[config.mk]
export PLATFORM = sky130hd
export DESIGN_NAME = uart_tx_arbiter
export DESIGN_NICKNAME = d
export VERILOG_FILES = /design/src/rtl/uart_pkg.sv /design/src/rtl/uart_rr_pick.sv /design/src/rtl/uart_tx_arbiter.sv
export SDC_FILE = /design/constraint.sdc
export NUM_CORES = 1
export LEC_CHECK = 0
export CAP_MARGIN = 20
export CORE_UTILIZATION = 43
export DETAILED_ROUTE_END_ITERATION = 10
export HOLD_SLACK_MARGIN = 0.15
export PLACE_DENSITY = 0.87
export SYNTH_ARGS = -nofsm -noshare
export SYNTH_HDL_FRONTEND = slang
export SYNTH_SLANG_ARGS = --single-unit
export TNS_END_PERCENT = 50
[constraint.sdc]
create_clock -name clk -period 2.6 [get_ports clk]
set_input_delay 0.52 -clock clk [delete_from_list [all_inputs] [get_ports clk]]
set_output_delay 0.52 -clock clk [all_outputs]
set_load 0.02 [all_outputs]
[src/rtl/uart_pkg.sv]
// Shared UART arbiter definitions: FSM state encoding, data width and a
// constant-foldable clog2 used for parameter-derived widths.
package uart_pkg;

  localparam int UART_DATA_W = 8;

  typedef enum logic [2:0] {
    ST_IDLE,
    ST_START,
    ST_WAIT_ACK,
    ST_WAIT_DONE,
    ST_GAP
  } state_t;

  // Bits needed to index n items; never returns less than 1.
  function automatic int clog2(input int n);
    int r;
    r = 1;
    for (int i = 1; i < 31; i++) begin
      if ((1 << i) < n) r = i + 1;
    end
    return r;
  endfunction

endpackage

[src/rtl/uart_rr_pick.sv]
// Combinational round-robin picker; zero latency, no backpressure of its own.
// With lock set only lock_id is eligible, otherwise the first request at or after ptr wins.
module uart_rr_pick
  import uart_pkg::*;
#(
  parameter int N_REQ = 4,
  parameter int ID_W  = clog2(N_REQ)
) (
  input  logic [N_REQ-1:0] req,
  input  logic [ID_W-1:0]  ptr,
  input  logic             lock,
  input  logic [ID_W-1:0]  lock_id,
  output logic             vld,
  output logic [ID_W-1:0]  idx
);

  always_comb begin
    vld = 1'b0;
    idx = '0;
    if (lock) begin
      vld = req[lock_id];
      idx = lock_id;
    end else begin
      // Walk downward so the candidate nearest the pointer is assigned last and wins.
      for (int k = N_REQ - 1; k >= 0; k--) begin
        if (req[(int'(ptr) + k) % N_REQ]) begin
          vld = 1'b1;
          idx = ID_W'((int'(ptr) + k) % N_REQ);
        end
      end
    end
  end

endmodule

[src/rtl/uart_tx_arbiter.sv]
// Shares one UART_TX among N_REQ byte sources: round-robin with packet lock, inter-frame gap, ACK timeout.
// Accept -> tx_start next cycle; req_ready pulses only in IDLE while tx_ready is high.
module uart_tx_arbiter
  import uart_pkg::*;
#(
  parameter int N_REQ       = 4,
  parameter int DATA_W      = UART_DATA_W,
  parameter int GAP_CYCLES  = 0,
  parameter int ACK_TIMEOUT = 16,
  localparam int ID_W       = clog2(N_REQ)
) (
  input  logic                      clk,
  input  logic                      rst,
  input  logic [N_REQ-1:0]          req_valid,
  input  logic [N_REQ*DATA_W-1:0]   req_data,
  input  logic [N_REQ-1:0]          req_lock,
  output logic [N_REQ-1:0]          req_ready,
  output logic                      tx_start,
  output logic [DATA_W-1:0]         tx_data,
  input  logic                      tx_ready,
  output logic [ID_W-1:0]           grant_id,
  output logic                      busy,
  output logic                      err_timeout
);

  localparam int CNT_MAX = (ACK_TIMEOUT > GAP_CYCLES) ? ACK_TIMEOUT : GAP_CYCLES;
  localparam int CNT_W   = clog2(CNT_MAX + 1);
  localparam logic [CNT_W-1:0] ACK_LAST = CNT_W'(ACK_TIMEOUT - 1);
  localparam logic [CNT_W-1:0] GAP_LAST = CNT_W'((GAP_CYCLES > 0) ? GAP_CYCLES - 1 : 0);
  localparam logic [ID_W-1:0]  LAST_ID  = ID_W'(N_REQ - 1);

  state_t           state, state_nxt;
  logic [ID_W-1:0]  rr_ptr;
  logic             locked;
  logic [CNT_W-1:0] cnt;
  logic             pick_vld;
  logic [ID_W-1:0]  pick_idx;
  logic             accept;
  logic             timeout;

  uart_rr_pick #(
    .N_REQ (N_REQ),
    .ID_W  (ID_W)
  ) u_pick (
    .req     (req_valid),
    .ptr     (rr_ptr),
    .lock    (locked),
    .lock_id (grant_id),
    .vld     (pick_vld),
    .idx     (pick_idx)
  );

  assign accept   = (state == ST_IDLE) && tx_ready && pick_vld;
  // A falling tx_ready in the last allowed cycle still counts as an acknowledge.
  assign timeout  = (state == ST_WAIT_ACK) && tx_ready && (cnt == ACK_LAST);
  assign tx_start = (state == ST_START);
  assign busy     = (state != ST_IDLE);

  always_comb begin
    state_nxt = state;
    req_ready = '0;
    case (state)
      ST_IDLE: begin
        if (accept) begin
          req_ready[pick_idx] = 1'b1;
          state_nxt           = ST_START;
        end
      end
      ST_START:     state_nxt = ST_WAIT_ACK;
      ST_WAIT_ACK: begin
        if (!tx_ready)    state_nxt = ST_WAIT_DONE;
        else if (timeout) state_nxt = (GAP_CYCLES > 0) ? ST_GAP : ST_IDLE;
      end
      ST_WAIT_DONE: begin
        if (tx_ready) state_nxt = (GAP_CYCLES > 0) ? ST_GAP : ST_IDLE;
      end
      ST_GAP: begin
        if (cnt == GAP_LAST) state_nxt = ST_IDLE;
      end
      default: state_nxt = ST_IDLE;
    endcase
  end

  always_ff @(posedge clk) begin
    if (rst) state <= ST_IDLE;
    else     state <= state_nxt;
  end

  always_ff @(posedge clk) begin
    if (rst) begin
      tx_data     <= '0;
      grant_id    <= '0;
      locked      <= 1'b0;
      rr_ptr      <= '0;
      err_timeout <= 1'b0;
      cnt         <= '0;
    end else begin
      if (accept) begin
        tx_data  <= req_data[pick_idx*DATA_W +: DATA_W];
        grant_id <= pick_idx;
        locked   <= req_lock[pick_idx];
        // The pointer only moves once a packet closes, so a locked burst keeps its slot.
        if (!req_lock[pick_idx]) rr_ptr <= (pick_idx == LAST_ID) ? '0 : pick_idx + ID_W'(1);
      end
      if (timeout) err_timeout <= 1'b1;
      if (state_nxt == ST_GAP && state != ST_GAP) cnt <= '0;
      else if (state == ST_START)                 cnt <= CNT_W'(1);
      else if (state == ST_WAIT_ACK || state == ST_GAP) cnt <= cnt + CNT_W'(1);
      else                                        cnt <= '0;
    end
  end

endmodule
==> results of run 1 <==
[path summary, 6_finish.rpt]
check	start	to	depth (start not counted)
worst min-delay path	cnt[4]$_SDFF_PP0_	state[2]$_SDFF_PP0_	2
worst max register to register	rr_ptr[1]$_SDFFE_PP0P_	rr_ptr[1]$_SDFFE_PP0P_	9
worst min register to register	cnt[4]$_SDFF_PP0_	state[2]$_SDFF_PP0_	2
worst max-delay path	req_valid[1]	req_ready[0]	9
[routing by layer]
layer | vias up | share of wire [%] | routed length (um)
met3 | 6 | 6.1 | 235
met1 | 715 | 43 | 1670
met4 | 0 | 1.4 | 54
met2 | 56 | 49 | 1890
li1 | 781 | - | -
met5 | - | 0 | 0
[sequential cells by signal, summed over array words and instances (netlist names)]
name         cells
err_timeout      1
rr_ptr           2
state            3
locked           1
grant_id         2
tx_data          8
cnt              5
[layout by cell type, fill, tap and decap left out, drive strengths merged, types with 5 or more instances in the layout]
master,n
ha,7
inv,11
buf,26
dfxtp,22
a211oi,19
nand2,7
o31ai,8
nand3b,8
and3,17
clkdlybuf4s50,51
clkbuf,5
nor2,10
[cell families (layout without fill, tap and decap cells)]
kind of cell               Yosys count  in the layout
AOI/OAI and AO/OA                   48             48
xor gates and xnor gates             3              3
adders and majority gates            7              7
buffers and inverters               23             97
DFF                                 22             22
muxes                                3              3
and+or+nand+nor                     64             64
[what timing repair did]
action,4_1_cts,5_1_grt
gates cloned,0,0
hold buffers,0,0
setup endpoints to repair,6,4
setup buffers,0,0
gates resized for setup,33,14
pin swaps,3,3
[report_power, final]
| group | internal (uW) | leakage, uW | switching (uW) |
|---|---|---|---|
| logic | 343 | 0.000724 | 323 |
| clock network | 156 | 0.0000279 | 107 |
| registers | 380 | 0.000180 | 42.4 |
[layout make-up]
cell class	instances	share of cell area, %
Multi-Input combinational cell	125	41.2
Timing Repair Buffer	81	32.8
Sequential cell	22	19.3
Tap cell	44	2.41
Inverter	12	1.97
Clock inverter	1	1.31
Clock buffer	3	0.985
[through the flow]
| stage | instances | instance area, um^2 | worst slack [ns] | power, uW | util, % |
|---|---|---|---|---|---|
| 6_report | 288 | 2290 | 0.0404 | 1350 | 73.7 |
| 5_1_grt | 288 | 2290 | -0.000327 | 1430 | 73.7 |
| 4_1_cts | 288 | 2260 | -0.00118 | 1340 | 72.8 |
| 3_5_place_dp | 284 | 2200 | -0.723 | 1070 | 70.8 |
| 3_3_place_gp | 284 | 2200 | -0.685 | 1050 | 70.8 |
| 2_1_floorplan | 170 | 1440 | 0.266 | 778 | - |
[critical path: stages]
cell	delay, ns
sky130_fd_sc_hd__dlygate4sd2_1	0.26
sky130_fd_sc_hd__buf_6	0.13
sky130_fd_sc_hd__inv_1	0.05
sky130_fd_sc_hd__o22ai_1	0.06
sky130_fd_sc_hd__o41a_1	0.44
sky130_fd_sc_hd__buf_4	0.16
sky130_fd_sc_hd__ha_2	0.18
sky130_fd_sc_hd__and2_4	0.14
sky130_fd_sc_hd__buf_6	0.12
==> impl_metrics.prom, run 1 <==
# TYPE chip_impl_metric gauge
chip_impl_info{name="cts_tree",value="built"} 1
chip_impl_metric{name="vias_per_cell",unit=""} 5.41
chip_impl_info{name="yosysTopAreaCell",value="sky130_fd_sc_hd__dfxtp_1"} 1
chip_impl_metric{name="layout_min_cycle_time",unit="ns"} 2.56
chip_impl_metric{name="worst_skew_pair.late_latency",unit="ns"} 0.31
chip_impl_info{name="result_of_the_run",value="finished, final reports clean"} 1
chip_impl_metric{name="asr_flop_ratio_synth",unit="%"} 0
chip_impl_metric{name="irDropWorstVdd",unit="mV"} 0.294
chip_impl_metric{name="synth-seq-cells",unit=""} 22
chip_impl_metric{name="groute.layer.met3.usage",unit="%"} 4.98
chip_impl_metric{name="fill_cells",unit=""} 254
chip_impl_metric{name="timing.final.crit_share",unit="%"} 98.4
chip_impl_metric{name="final_hold_viols",unit=""} 0
chip_impl_metric{name="worst_clock_skew",unit="ns"} 0.00667
chip_impl_metric{name="port_buffers",unit=""} 59
chip_impl_metric{name="placementRows",unit=""} 20
chip_impl_metric{name="drt-wirelength-per-cell",unit="um"} 13.3
chip_impl_metric{name="power_leakage",unit="uW"} 0.000932
chip_impl_metric{name="mean_post_synth_cell_area",unit="um^2"} 8.44
chip_impl_metric{name="final_antenna_net_count",unit=""} 0
chip_impl_metric{name="grt_pass1_wl",unit="mm"} 6.43
chip_impl_info{name="crit_type",value="input port to primary output"} 1
chip_impl_info{name="root_driver",value="sky130_fd_sc_hd__clkbuf_4"} 1
chip_impl_metric{name="overflow",unit=""} 0
chip_impl_metric{name="fin_nets",unit=""} 295
chip_impl_metric{name="tritoncts_num_sinks",unit=""} 22
chip_impl_metric{name="place.gp.congestion",unit=""} 0.868
chip_impl_metric{name="fin_setup_tns",unit="ns"} 0
chip_impl_info{name="post-synth-top-count-cell",value="sky130_fd_sc_hd__dfxtp_1"} 1
chip_impl_metric{name="coreArea",unit="um^2"} 3100
chip_impl_info{name="startpoint_type",value="input port"} 1
chip_impl_metric{name="critical_path_arrival",unit="ns"} 2.04
chip_impl_metric{name="io_pins",unit=""} 60
chip_impl_metric{name="grt_util_met2",unit="%"} 43.0
chip_impl_metric{name="fraction_of_the_mapped_netlist_area_in_adder_cells",unit="%"} 6.10
chip_impl_metric{name="yosys_warnings",unit=""} 0
chip_impl_metric{name="pwr_density_cell",unit="nW/um^2"} 591
chip_impl_metric{name="finalWirelength",unit="mm"} 3.84
chip_impl_info{name="gr-max-usage-layer",value="met2"} 1
chip_impl_metric{name="post_synth_inst_count",unit=""} 170
chip_impl_metric{name="areaGrowthSynthToFinish",unit="%"} 59.4
chip_impl_metric{name="multi_input_area",unit="um^2"} 943
chip_impl_metric{name="initial_utilization",unit="%"} 46.2
chip_impl_metric{name="die_height",unit="um"} 59.8
chip_impl_metric{name="grt_use_total",unit="%"} 23.5
chip_impl_metric{name="fin_hold_ws",unit="ns"} 0.490
chip_impl_metric{name="synth_xor_xnor_area_share",unit="%"} 1.83
chip_impl_metric{name="path_max_fanout",unit=""} 5
chip_impl_metric{name="number_of_nets_produced_by_synthesis",unit=""} 220
chip_impl_metric{name="slew_headroom",unit="%"} 59.1
chip_impl_metric{name="yosysSeqAreaShare",unit="%"} 30.7
chip_impl_metric{name="synth_compound_gate_area_share",unit="%"} 25.3
chip_impl_metric{name="cts.path.max_buffers",unit=""} 2
chip_impl_metric{name="diodes",unit=""} 0
chip_impl_metric{name="grt_start_max_net_pins",unit=""} 21
chip_impl_metric{name="first_global_vias",unit=""} 1511
chip_impl_metric{name="worst-endpoint-required",unit="ns"} 2.08
chip_impl_metric{name="met1_usage",unit="%"} 26.8
chip_impl_metric{name="drt_first_pass_iters",unit=""} 4
chip_impl_metric{name="synth_simple_gate_area_share",unit="%"} 26.3
chip_impl_metric{name="vias",unit=""} 1558
chip_impl_info{name="dominantRegCellSynth",value="sky130_fd_sc_hd__dfxtp_1"} 1
chip_impl_metric{name="drcViolationCount",unit=""} 0
chip_impl_metric{name="drive_above_1_share",unit="%"} 19.7
chip_impl_info{name="synth_area_leaders",value="sky130_fd_sc_hd__dfxtp_1 (31%), sky130_fd_sc_hd__a211oi_1 (9.9%), sky130_fd_sc_hd__and3_1 (7.4%)"} 1
chip_impl_metric{name="drt-initial-drc-count",unit=""} 30
chip_impl_metric{name="cts_htree_levels",unit=""} 1
chip_impl_metric{name="finalMaxSlewViolations",unit=""} 0
chip_impl_metric{name="maxCapViolations",unit=""} 0
chip_impl_metric{name="mapped_cell_area",unit="um^2"} 1440
chip_impl_info{name="most_frequent_cells_after_synthesis",value="sky130_fd_sc_hd__dfxtp_1 (22), sky130_fd_sc_hd__a211oi_1 (19), sky130_fd_sc_hd__and3_1 (17)"} 1
chip_impl_metric{name="die-area",unit="um^2"} 3570
chip_impl_metric{name="proportion_of_netlist_area_held_by_the_largest_area_contributor",unit="%"} 30.7
chip_impl_info{name="main_combinational_cell_family_by_area_after_synthesis",value="simple AND/OR/NAND/NOR gates"} 1
chip_impl_metric{name="die_width",unit="um"} 59.8
chip_impl_metric{name="path_clk_slew",unit="ns"} 0.13
chip_impl_info{name="endpoint_kind",value="primary output"} 1
chip_impl_metric{name="area.sequential",unit="um^2"} 442
chip_impl_metric{name="synth.mux.area_fraction",unit="%"} 3.14
chip_impl_metric{name="detailedPlacementHpwl",unit="mm"} 3.08
chip_impl_metric{name="yosysUniqueCellTypes",unit=""} 44
chip_impl_metric{name="max_freq",unit="GHz"} 0.391
chip_impl_metric{name="worst-slew-pin-transition",unit="ns"} 0.611
chip_impl_metric{name="total_of_endpoints_with_negative_setup_slack_in_the_final_report",unit=""} 0
chip_impl_metric{name="cts_made_buffers",unit=""} 3
chip_impl_info{name="holdCritPathClass",value="flip-flop to flip-flop"} 1
chip_impl_metric{name="grt_antenna_before_repair",unit=""} 0
chip_impl_metric{name="worst-r2r-setup-slack",unit="ns"} 0.31
chip_impl_metric{name="synth_edf_count",unit=""} 0
chip_impl_info{name="rsz0062_at_grt",value="yes"} 1
No activity file was read; power rests on OpenSTA's default activity.
==> inputs of run 2 (changes only) <==
- CORE_UTILIZATION: 43 -> 42
- CTS_CLUSTER_SIZE: unset -> 16
- PLACE_DENSITY: 0.87 -> 0.85
- SYNTH_HIERARCHICAL: unset -> 1
==> run 2 against run 1 <==
The flow now finishes with violations (negative setup slack). Sequential power shrank 6.9%. Clock skew is 0.0037 ns lower. Global-route usage up 0.45 points. First-iteration DRC count rose by 120%. Maximum frequency down 3.1%. Area after synthesis is 1.0% lower. Critical path type unchanged. Largest power group unchanged.
==> impl_metrics.prom, run 2 <==
# TYPE chip_impl_metric gauge
chip_impl_metric{name="diodes",unit=""} 0
chip_impl_metric{name="slew_headroom",unit="%"} 74.3
chip_impl_metric{name="worst-endpoint-required",unit="ns"} 2.08
chip_impl_metric{name="vias",unit=""} 1543
chip_impl_metric{name="area.sequential",unit="um^2"} 444
chip_impl_info{name="commonest_non_fill_non_tap_cells_in_the_layout",value="sky130_fd_sc_hd__clkdlybuf4s50_1 (51), sky130_fd_sc_hd__buf_4 (22), sky130_fd_sc_hd__dfxtp_1 (21)"} 1
chip_impl_metric{name="die_height",unit="um"} 60.2
chip_impl_info{name="violations",value="negative setup slack"} 1
chip_impl_metric{name="die-area",unit="um^2"} 3620
chip_impl_metric{name="path_clk_slew",unit="ns"} 0.12
chip_impl_metric{name="drt-initial-drc-count",unit=""} 65
chip_impl_info{name="top_register",value="tx_data"} 1
chip_impl_info{name="startpoint_type",value="input port"} 1
chip_impl_metric{name="grt_pass1_wl",unit="mm"} 6.50
chip_impl_info{name="endpoint_kind",value="primary output"} 1
chip_impl_info{name="final_common_cell",value="sky130_fd_sc_hd__clkdlybuf4s50_1"} 1
chip_impl_metric{name="cts.path.max_buffers",unit=""} 2
chip_impl_info{name="holdCritPathClass",value="flip-flop to flip-flop"} 1
chip_impl_metric{name="worst_clock_skew",unit="ns"} 0.00301
chip_impl_metric{name="detailedPlacementHpwl",unit="mm"} 2.99
chip_impl_metric{name="die_width",unit="um"} 60.2
chip_impl_metric{name="cellInternalPower",unit="uW"} 709
chip_impl_metric{name="dpl-instance-area",unit="um^2"} 2160
chip_impl_metric{name="detailedPlace.worstSlack",unit="ns"} -0.675
chip_impl_metric{name="place_inst",unit=""} 265
chip_impl_info{name="dominantRegCellSynth",value="sky130_fd_sc_hd__dfxtp_1"} 1
chip_impl_info{name="root_driver",value="sky130_fd_sc_hd__clkbuf_4"} 1
chip_impl_metric{name="timing.final.crit_share",unit="%"} 102
chip_impl_metric{name="pwr_density_cell",unit="nW/um^2"} 468
chip_impl_metric{name="final_hold_viols",unit=""} 0
chip_impl_info{name="cts_tree",value="built"} 1
chip_impl_metric{name="worst-slew-pin-transition",unit="ns"} 0.384
chip_impl_metric{name="placementRows",unit=""} 20
chip_impl_info{name="hold_path_origin",value="err_timeout$_SDFFE_PP0P_"} 1
chip_impl_metric{name="holdBufCountCts",unit=""} 0
chip_impl_metric{name="worst_skew_pair.late_latency",unit="ns"} 0.30
chip_impl_metric{name="cts_htree_levels",unit=""} 1
chip_impl_metric{name="power.share.sequential",unit="%"} 37.1
chip_impl_metric{name="path_max_fanout",unit=""} 4
chip_impl_metric{name="coreArea",unit="um^2"} 3130
chip_impl_metric{name="drt-wirelength-per-cell",unit="um"} 15.2
chip_impl_info{name="yosysTopAreaCell",value="sky130_fd_sc_hd__dfxtp_1"} 1
chip_impl_metric{name="total_of_endpoints_with_negative_setup_slack_in_the_final_report",unit=""} 4
chip_impl_metric{name="synth-seq-cells",unit=""} 22
chip_impl_metric{name="synth_edf_count",unit=""} 0
chip_impl_metric{name="layoutNonFillerInstCount",unit=""} 273
chip_impl_metric{name="fin_nets",unit=""} 281
chip_impl_metric{name="drive_above_1_share",unit="%"} 26.2
chip_impl_metric{name="mean_post_synth_cell_area",unit="um^2"} 9.10
chip_impl_info{name="setup.worst_path.start",value="req_valid[0]"} 1
chip_impl_info{name="post-synth-top-count-cell",value="sky130_fd_sc_hd__dfxtp_1"} 1
chip_impl_metric{name="final_setup_margin",unit="ns"} -0.0404
chip_impl_metric{name="vias_per_cell",unit=""} 5.65
chip_impl_metric{name="switchingPower",unit="uW"} 353
chip_impl_metric{name="drcViolationCount",unit=""} 0
chip_impl_metric{name="proportion_of_netlist_area_held_by_the_largest_area_contributor",unit="%"} 31.0
chip_impl_metric{name="design_area",unit="um^2"} 2270
chip_impl_metric{name="areaGrowthSynthToFinish",unit="%"} 59.8
chip_impl_metric{name="mapped_cell_area",unit="um^2"} 1420
chip_impl_metric{name="maxCapViolations",unit=""} 0
chip_impl_metric{name="multi_input_area",unit="um^2"} 953
chip_impl_metric{name="fill_cells",unit=""} 229
chip_impl_metric{name="yosysUniqueCellTypes",unit=""} 36
chip_impl_metric{name="power_leakage",unit="uW"} 0.000869
chip_impl_metric{name="max_freq",unit="GHz"} 0.379
chip_impl_info{name="most_frequent_cells_after_synthesis",value="sky130_fd_sc_hd__dfxtp_1 (22), sky130_fd_sc_hd__a21oi_1 (17), sky130_fd_sc_hd__o21ai_0 (14)"} 1
chip_impl_metric{name="initial_utilization",unit="%"} 45.4
chip_impl_metric{name="port_buffers",unit=""} 59
chip_impl_metric{name="min_delay_path_depth",unit=""} 2
chip_impl_metric{name="number_of_nets_produced_by_synthesis",unit=""} 206
chip_impl_metric{name="irDropWorstVdd",unit="mV"} 0.219
chip_impl_info{name="rsz0062_at_grt",value="yes"} 1
chip_impl_metric{name="final_antenna_net_count",unit=""} 0
chip_impl_info{name="result_of_the_run",value="complete, but fails checks"} 1
chip_impl_metric{name="io_pins",unit=""} 60
chip_impl_metric{name="combPwrFrac",unit="%"} 48.4
chip_impl_metric{name="first_global_vias",unit=""} 1465
chip_impl_metric{name="yosys_warnings",unit=""} 6
chip_impl_metric{name="drt_first_pass_iters",unit=""} 4
chip_impl_info{name="crit-reg2reg-launch",value="rr_ptr[1]$_SDFFE_PP0P_"} 1
chip_impl_metric{name="worstRegToRegCells",unit=""} 9
chip_impl_metric{name="largest_reg_flops",unit=""} 8
chip_impl_info{name="synth_area_leaders",value="sky130_fd_sc_hd__dfxtp_1 (31%), sky130_fd_sc_hd__mux4_2 (14%), sky130_fd_sc_hd__ha_1 (6.2%)"} 1
chip_impl_metric{name="critical_path_arrival",unit="ns"} 2.12
chip_impl_info{name="crit_type",value="input port to primary output"} 1
chip_impl_metric{name="grt_start_max_net_pins",unit=""} 15
chip_impl_metric{name="fin_hold_ws",unit="ns"} 0.484
chip_impl_metric{name="pwr-share-clk",unit="%"} 14.5
chip_impl_metric{name="worst-r2r-setup-slack",unit="ns"} -0.01
chip_impl_metric{name="finalWirelength",unit="mm"} 4.15
chip_impl_metric{name="grt_antenna_before_repair",unit=""} 0
chip_impl_metric{name="asr_flop_ratio_synth",unit="%"} 0
chip_impl_metric{name="p_sw_share",unit="%"} 33.2
chip_impl_metric{name="place.gp.congestion",unit=""} 0.789
chip_impl_metric{name="finalMaxSlewViolations",unit=""} 0
chip_impl_metric{name="grt_use_total",unit="%"} 24.0
chip_impl_metric{name="tritoncts_num_sinks",unit=""} 22
chip_impl_metric{name="yosysSeqAreaShare",unit="%"} 31.0
chip_impl_info{name="top_regs",value="tx_data x8, cnt x5, state x3"} 1
chip_impl_metric{name="layout_min_cycle_time",unit="ns"} 2.64
chip_impl_metric{name="overflow",unit=""} 0
chip_impl_metric{name="cts_made_buffers",unit=""} 3
chip_impl_metric{name="post_synth_inst_count",unit=""} 156
==> run 2: cell count changes in the layout (fill, tap and decap cells not counted), moves of 3 or more <==
| cell | change |
|---|---|
| sky130_fd_sc_hd__a211oi_1 | -18 |
| sky130_fd_sc_hd__and3_1 | -14 |
| sky130_fd_sc_hd__a21oi_1 | +13 |
| sky130_fd_sc_hd__nand3_1 | +11 |
| sky130_fd_sc_hd__o21ai_0 | +10 |
| sky130_fd_sc_hd__mux4_2 | +8 |
| sky130_fd_sc_hd__nand3b_1 | -8 |
| sky130_fd_sc_hd__o31ai_1 | -7 |
| sky130_fd_sc_hd__and2_4 | -4 |
| sky130_fd_sc_hd__a21boi_1 | -3 |
| sky130_fd_sc_hd__inv_1 | -3 |
| sky130_fd_sc_hd__nand2_1 | -3 |
==> run 2: worst max-delay path, stage by stage <==
cell                            delay [ns]
sky130_fd_sc_hd__dlygate4sd2_1        0.24
sky130_fd_sc_hd__inv_2                0.06
sky130_fd_sc_hd__nor3b_2              0.20
sky130_fd_sc_hd__nor4b_2              0.07
sky130_fd_sc_hd__a221o_1              0.37
sky130_fd_sc_hd__buf_6                0.17
sky130_fd_sc_hd__inv_2                0.05
sky130_fd_sc_hd__ha_2                 0.16
sky130_fd_sc_hd__and3_4               0.17
sky130_fd_sc_hd__buf_6                0.11
==> run 2: area by class of cell <==
cell class	count	area share, %
multi-input cells	112	42.0
repair buffers	82	33.4
flip-flops and latches	22	19.6
well taps	44	2.43
inverters	10	1.65
clock buffers	3	0.992
==> run 2: timing repair <==
action                     4_1_cts  5_1_grt
pin swaps                        2        2
setup endpoints to repair        6        6
resized for setup               36       16
setup buffers                    4        1
hold endpoints to repair         0        0
==> run 2: per-layer routing <==
layer	wire, um	GRT usage [%]	share of wire (%)
met5	0	0	0
met4	66	9.30	1.6
met3	247	3.46	6.0
met2	2210	41.8	53
met1	1620	29.4	39
==> run 2: final timing paths <==
check                              to
max reg2reg    rr_ptr[0]$_SDFFE_PP0P_
max                      req_ready[2]
min          err_timeout$_SDFFE_PP0P_
min reg2reg  err_timeout$_SDFFE_PP0P_
==> run 2: kinds of logic (layout without fill, tap and decap cells) <==
group                      after synthesis  after routing  synth area share [%]
muxes                                   11             11                  16.8
and+or+nand+nor                         52             52                  22.1
buffers and inverters                   22             95                  6.17
DFF                                     22             22                  31.0
xor gates and xnor gates                 3              3                  1.85
AOI/OAI and AO/OA                       39             39                  15.9
adders and majority gates                7              7                  6.17
==> run 2: metrics by stage <==
| step | util, % | TNS (ns) | power (uW) |
|---|---|---|---|
| finish | 72.6 | -0.131 | 1060 |
| global route | 72.6 | -0.410 | 1120 |
| CTS | 71.3 | 0 | 1030 |
| detailed placement | 68.9 | -5.92 | 856 |
| global placement | 68.9 | -5.18 | 842 |
| floorplan | - | 0 | 648 |
==> run 2: power groups by stage <==
| stage | clock, uW | sequential, uW | combinational [uW] |
|---|---|---|---|
| 5_1_grt | 172 | 398 | 549 |
| 6_report | 154 | 394 | 514 |
| 4_1_cts | 157 | 392 | 485 |
| 3_5_place_dp | 0 | 400 | 456 |
| 2_1_floorplan | 0 | 413 | 235 |
| 3_3_place_gp | 0 | 398 | 444 |
==> inputs of run 3 (changes only) <==
- CORE_ASPECT_RATIO: unset -> 2
- SKIP_CTS_REPAIR_TIMING: unset -> 1
- TNS_END_PERCENT: 50 -> unset
==> run 3 against run 2 <==
The flow now finishes without violations. Design area decreased by 0.11%. Global-route usage decreased by 0.51 points. Cell count decreased by 4.4%. Total power increased by 5.2%. Maximum frequency increased by 4.2%. Critical path depth unchanged. Sequential power about the same. Sequential cell count unchanged. Combinational power decreased by 6.6%. Setup slack improved by 0.11 ns. Hold slack got worse by 0.0085 ns.
==> impl_metrics.prom, run 3 (synthesis results as in run 2) <==
# TYPE chip_impl_metric gauge
chip_impl_metric{name="cts.path.max_buffers",unit=""} 2
chip_impl_metric{name="grt_start_max_net_pins",unit=""} 15
chip_impl_metric{name="die-area",unit="um^2"} 3630
chip_impl_metric{name="path_max_fanout",unit=""} 5
chip_impl_metric{name="worst_clock_skew",unit="ns"} 0.00425
chip_impl_metric{name="areaGrowthSynthToFinish",unit="%"} 59.6
chip_impl_info{name="rr_endpoint",value="rr_ptr[0]$_SDFFE_PP0P_"} 1
chip_impl_metric{name="power_leakage",unit="uW"} 0.000936
chip_impl_metric{name="irDropWorstVdd",unit="mV"} 0.389
chip_impl_metric{name="drive_above_1_share",unit="%"} 23.5
chip_impl_metric{name="critical_path_arrival",unit="ns"} 2.01
chip_impl_metric{name="worst-slew-pin-transition",unit="ns"} 0.441
chip_impl_metric{name="largest_reg_flops",unit=""} 8
chip_impl_metric{name="timing.final.crit_share",unit="%"} 97.5
chip_impl_metric{name="maxCapViolations",unit=""} 0
chip_impl_metric{name="final_setup_margin",unit="ns"} 0.0659
chip_impl_metric{name="worst_path_largest_cell_delay",unit="ns"} 0.23
chip_impl_info{name="commonest_non_fill_non_tap_cells_in_the_layout",value="sky130_fd_sc_hd__clkdlybuf4s50_1 (51), sky130_fd_sc_hd__buf_4 (24), sky130_fd_sc_hd__dfxtp_1 (21)"} 1
chip_impl_metric{name="vias",unit=""} 1500
chip_impl_metric{name="worstRegToRegCells",unit=""} 8
chip_impl_metric{name="worst_skew_pair.late_latency",unit="ns"} 0.26
chip_impl_info{name="crit_path_top_delay_cell",value="sky130_fd_sc_hd__o31ai_2"} 1
chip_impl_metric{name="finalWirelength",unit="mm"} 3.99
chip_impl_metric{name="max_freq",unit="GHz"} 0.395
chip_impl_metric{name="place.gp.congestion",unit=""} 0.770
chip_impl_metric{name="fin_hold_ws",unit="ns"} 0.475
chip_impl_metric{name="coreArea",unit="um^2"} 3190
chip_impl_info{name="root_driver",value="sky130_fd_sc_hd__clkbuf_8"} 1
chip_impl_metric{name="detailedPlace.worstSlack",unit="ns"} -0.628
chip_impl_info{name="path_cells",value="dlymetal6s2s_1 -> buf_4 -> a21oi_1 -> a21oi_1 -> o31ai_2 -> buf_4 -> inv_1 -> ha_1 -> and3_1 -> dlymetal6s2s_1"} 1
chip_impl_metric{name="pwr_density_cell",unit="nW/um^2"} 493
chip_impl_info{name="setup.worst_path.start",value="req_valid[1]"} 1
chip_impl_info{name="timing.critical_path.to",value="req_ready[1]"} 1
chip_impl_info{name="crit-reg2reg-launch",value="rr_ptr[1]$_SDFFE_PP0P_"} 1
chip_impl_info{name="endpoint_kind",value="primary output"} 1
chip_impl_info{name="startpoint_type",value="input port"} 1
chip_impl_metric{name="drt-wirelength-per-cell",unit="um"} 15.3
chip_impl_metric{name="first_global_vias",unit=""} 1532
chip_impl_metric{name="finalMaxSlewViolations",unit=""} 0
chip_impl_metric{name="placementRows",unit=""} 29
chip_impl_metric{name="slew_headroom",unit="%"} 70.5
chip_impl_metric{name="die_height",unit="um"} 84.2
chip_impl_metric{name="diodes",unit=""} 0
chip_impl_metric{name="drcViolationCount",unit=""} 0
chip_impl_metric{name="port_buffers",unit=""} 59
chip_impl_info{name="top_regs",value="tx_data x8, cnt x5, state x3"} 1
chip_impl_info{name="crit_type",value="input port to primary output"} 1
chip_impl_metric{name="fin_nets",unit=""} 281
chip_impl_metric{name="layout_min_cycle_time",unit="ns"} 2.53
chip_impl_info{name="result_of_the_run",value="finished, final reports clean"} 1
chip_impl_metric{name="drt-initial-drc-count",unit=""} 53
chip_impl_metric{name="grt_antenna_before_repair",unit=""} 0
chip_impl_metric{name="final_hold_viols",unit=""} 0
chip_impl_metric{name="io_pins",unit=""} 60
chip_impl_metric{name="grt_pass1_wl",unit="mm"} 6.74
chip_impl_info{name="cts_tree",value="built"} 1
chip_impl_metric{name="detailedPlacementHpwl",unit="mm"} 3.16
chip_impl_info{name="final_common_cell",value="sky130_fd_sc_hd__clkdlybuf4s50_1"} 1
chip_impl_metric{name="path_clk_slew",unit="ns"} 0.08
chip_impl_metric{name="cts_made_buffers",unit=""} 3
chip_impl_info{name="top_register",value="tx_data"} 1
chip_impl_metric{name="total_of_endpoints_with_negative_setup_slack_in_the_final_report",unit=""} 0
chip_impl_metric{name="overflow",unit=""} 0
chip_impl_metric{name="grt_use_total",unit="%"} 23.5
chip_impl_metric{name="worst-r2r-setup-slack",unit="ns"} 0.12
chip_impl_metric{name="worst-endpoint-required",unit="ns"} 2.08
chip_impl_metric{name="cts_htree_levels",unit=""} 1
chip_impl_metric{name="tritoncts_num_sinks",unit=""} 22
chip_impl_metric{name="drt_first_pass_iters",unit=""} 4
chip_impl_info{name="holdCritPathClass",value="flip-flop to flip-flop"} 1
chip_impl_metric{name="vias_per_cell",unit=""} 5.75
chip_impl_metric{name="initial_utilization",unit="%"} 44.5
chip_impl_metric{name="final_antenna_net_count",unit=""} 0
chip_impl_metric{name="die_width",unit="um"} 43.1
==> run 3: cell count changes in the layout (fill, tap and decap cells not counted), sizes merged <==
cell | before | now
buf | 28 | 24
clkbuf | 4 | 7
dlygate4sd2 | 2 | 0
dlymetal6s2s | 0 | 4
==> run 3: worst min-delay path by stage <==
stage	startpoint	endpoint	cells past startpoint
4_1_cts	tx_data[4]$_SDFFE_PP0P_	tx_data[4]$_SDFFE_PP0P_	2
3_3_place_gp	tx_data[3]$_SDFFE_PP0P_	tx_data[3]$_SDFFE_PP0P_	2
6_report	tx_data[4]$_SDFFE_PP0P_	tx_data[4]$_SDFFE_PP0P_	2
5_1_grt	tx_data[4]$_SDFFE_PP0P_	tx_data[4]$_SDFFE_PP0P_	2
2_1_floorplan	cnt[3]$_SDFF_PP0_	cnt[3]$_SDFF_PP0_	2
3_5_place_dp	err_timeout$_SDFFE_PP0P_	err_timeout$_SDFFE_PP0P_	2
==> run 3: per-stage QoR <==
| step | TNS, ns | utilization (%) | cell area [um^2] | power, uW | instances |
|---|---|---|---|---|---|
| 6_report | 0 | 71.0 | 2270 | 1120 | 261 |
| 5_1_grt | -0.00575 | 71.0 | 2270 | 1180 | 261 |
| 4_1_cts | -2.73 | 69.4 | 2220 | 1100 | 259 |
| 3_5_place_dp | -4.62 | 67.7 | 2160 | 863 | 255 |
| 3_3_place_gp | -3.86 | 67.7 | 2160 | 850 | 255 |
| 2_1_floorplan | 0 | - | 1420 | 648 | 156 |
==> run 3: per-layer routing <==
metal  track usage, %  part of all wire, %  wire length (um)  up-vias
met1             26.5                   36              1420      712
met2             41.9                   57              2280       50
met5                0                    0                 0        -
met3             2.58                  3.9               155       14
li1                 -                    -                 -      724
met4             10.7                  3.5               138        0
==> run 3: final cells by class <==
| type | count | area (um^2) |
|---|---|---|
| Sequential cell | 22 | 444 |
| Timing Repair Buffer | 82 | 756 |
| Inverter | 10 | 37.5 |
| Tap cell | 31 | 38.8 |
| Clock buffer | 4 | 55.1 |
| Fill cell | 246 | 926 |
| Multi-Input combinational cell | 112 | 936 |
==> run 3: power by group <==
group / internal (uW) / switching (uW) / leakage, uW / total [uW]
Combinational: 274 / 207 / 0.000727 / 480
Sequential: 366 / 26.6 / 0.000180 / 392
Clock: 135 / 109 / 0.0000288 / 244
Total: 774 / 343 / 0.000936 / 1120
==> run 3: critical path: cells and delay by family <==
family | cells | cell delay, ns
AOI/OAI and AO/OA | 3 | 0.40
adders and majority gates | 1 | 0.17
buffers and inverters | 5 | 0.76
and+or+nand+nor | 1 | 0.15
==> edit (flow settings as in run 2) <==
`ACK_TIMEOUT`: 16 -> 17.
--- a/src/rtl/uart_tx_arbiter.sv
+++ b/src/rtl/uart_tx_arbiter.sv
@@ -7,5 +7,5 @@
   parameter int DATA_W      = UART_DATA_W,
   parameter int GAP_CYCLES  = 0,
-  parameter int ACK_TIMEOUT = 16,
+  parameter int ACK_TIMEOUT = 17,
   localparam int ID_W       = clog2(N_REQ)
 ) (
Check against the original RTL: not settled (the Yosys comparison gave no result); the edit may change what the design does.
==> edit against run 2 <==
Setup slack better by 0.16 ns; total power fell by 3.7%; largest power group unchanged; wire length shrank 15%; global-route usage is 2.8 points lower; core utilization fell by 3.5 points; register-to-register slack gained 0.35 ns; clock skew increased by 0.0019 ns; sequential cell count unchanged; synthesized area is 2.6% lower; count of clock-buffer cells in the layout rose by 1; hold slack gained 0.0028 ns; sequential share of layout area is 1.4 points higher; critical endpoint unchanged; cell area down 6.4%; first-iteration DRC count decreased by 34%.
==> edit: results (changes against run 2) <==
* measured slew at the worst slew-check pin: 0.3545 ns, -0.02993 ns
* global-route wire length before repair: 5664 microns, -13%
* first-iteration detailed-routing DRC count: 43, -34%
* vias in the first global route: 1,351, -7.8%
* number of signal-net buffers in the layout: 75, -8.5%
* clk tree area frac: 1.708%, +0.72 points
* half-perimeter wire length of the detailed placement result: 2696 microns, -9.8%
* slowest library cell on the worst path: sky130_fd_sc_hd__dfxtp_4
* run status: completed
* post-synthesis share of cell area spent on full adders, half adders and majority gates: 5.430%, -0.74 points
* share of the core filled with cells: 69.02%, -3.5 points
* Clock buffer cells: 4, +1
* complex-gate fraction of the synthesized area: 16.83%, +0.97 points
* Synth cell types: 37, +2.8%
* multiplexer share of the synthesized area: 16.83%, about the same
* Skew-Pair Late Insertion Delay: 0.32 ns, +0.02 ns
* Post-CTS Setup Inserts: 2, -2
* GPL Wtd Cong: 0.7687, -2.5%
* largest buffer count on any clock path: 2, unchanged
* Diodes inserted: 0, unchanged
* Design Area, Final: 2125 sq um, -6.4%
* Pleak: 0.8103 nW, -6.7%
* worst setup slack for register-to-register paths: 0.34 ns, +0.35 ns
* path class of the lowest-slack min-delay path: reg2reg
* post-synthesis xor/xnor area fraction: 2.534%, +0.68 points
* startpoint of the tightest hold check path: tx_data[2]
* highest net fanout along the worst path: 7, +3
* cell types occupying the most area after synthesis: sky130_fd_sc_hd__dfxtp_1 (32%), sky130_fd_sc_hd__mux4_2 (13%), sky130_fd_sc_hd__a21oi_1 (6.5%)
* reg2reg start: rr_ptr[1]
* worst hold margin: 0.4863 ns, +0.002775 ns
* area occupied by multi-input gates: 877.1 sq um, -8.0%
* worst-case clock skew: 0.004926 ns, +0.001916 ns
* Max rail drop VDD: 0.2571 mV, +17%
* # placed instances: 261, -1.5%
* Post-Place Setup Slack: -0.6408 ns, +0.03407 ns
* overall routing resource usage: 21.16%, -2.8 points
* FF+latch count: 22, unchanged
* sequential element share of the synthesized area: 31.86%, +0.84 points
* number of cell instances on the worst register-to-register path: 8, -1
* average instance area after synthesis: 8.978 sq um, -1.4%
* final net count: 273, -2.8%
* PostCTS Resize Cnt: 24, -33%
* largest net degree at the start of global routing: 18, +3
* hold endpoint: tx_data[2]
* layout cells sized above 1: 21.52%, -4.7 points
* area occupied by registers: 445.4 sq um, +0.28%
* arrival time at the worst endpoint: 1.96 ns, -0.16 ns
* final wirelength: 3517 microns, -15%
* Synth Net Count: 203, -1.5%
* Multi-input comb cells: 112, unchanged
* post-DR wirelength/cell: 13.17 microns, -13%
* count of filler cells inserted in the layout: 241, +5.2%
* largest delay contributor family on the critical path: compound AO/OA/AOI/OAI gates
* most numerous cell types in the synthesized netlist: sky130_fd_sc_hd__dfxtp_1 (22), sky130_fd_sc_hd__a21oi_1 (18), sky130_fd_sc_hd__nand3_1 (13)
* detail-routed via count per cell: 5.401, -4.4%
* share of final layout cell area taken by non-clock buffers: 31.68%, -1.7 points
[edit: cell types whose count changed in the layout (fill, tap and decap cells not counted), sizes merged, moves of 2 or more]
cell | before | now
or3 | 3 | 1
nor2 | 10 | 12
nor2b | 3 | 1
dlygate4sd2 | 2 | 0
and2 | 0 | 2
buf | 28 | 20
nor3 | 2 | 0
or4b | 3 | 1
nand2 | 3 | 5
clkbuf | 4 | 8
[edit: report_power, final]
group	internal, mW	switching, mW
Combinational	0.240	0.194
Sequential	0.366	0.0281
Clock	0.0858	0.108
[edit: worst max-delay path by stage]
stage,from,to,cells after the start
finish,rr_ptr[1],req_ready[2],8
detailed placement,req_valid[3],req_ready[2],9
global route,grant_id[1],req_ready[2],6
global placement,req_valid[2],req_ready[3],7
floorplan,req_valid[0],req_ready[1],7
CTS,req_valid[2],req_ready[2],9
[edit: routing by layer]
layer,track usage (%),vias to the layer above,wire length (microns)
met2,38.04,54,1859
li1,-,698,-
met3,4.367,8,187
met4,7.143,0,59
met5,0,-,0
met1,24.76,682,1410
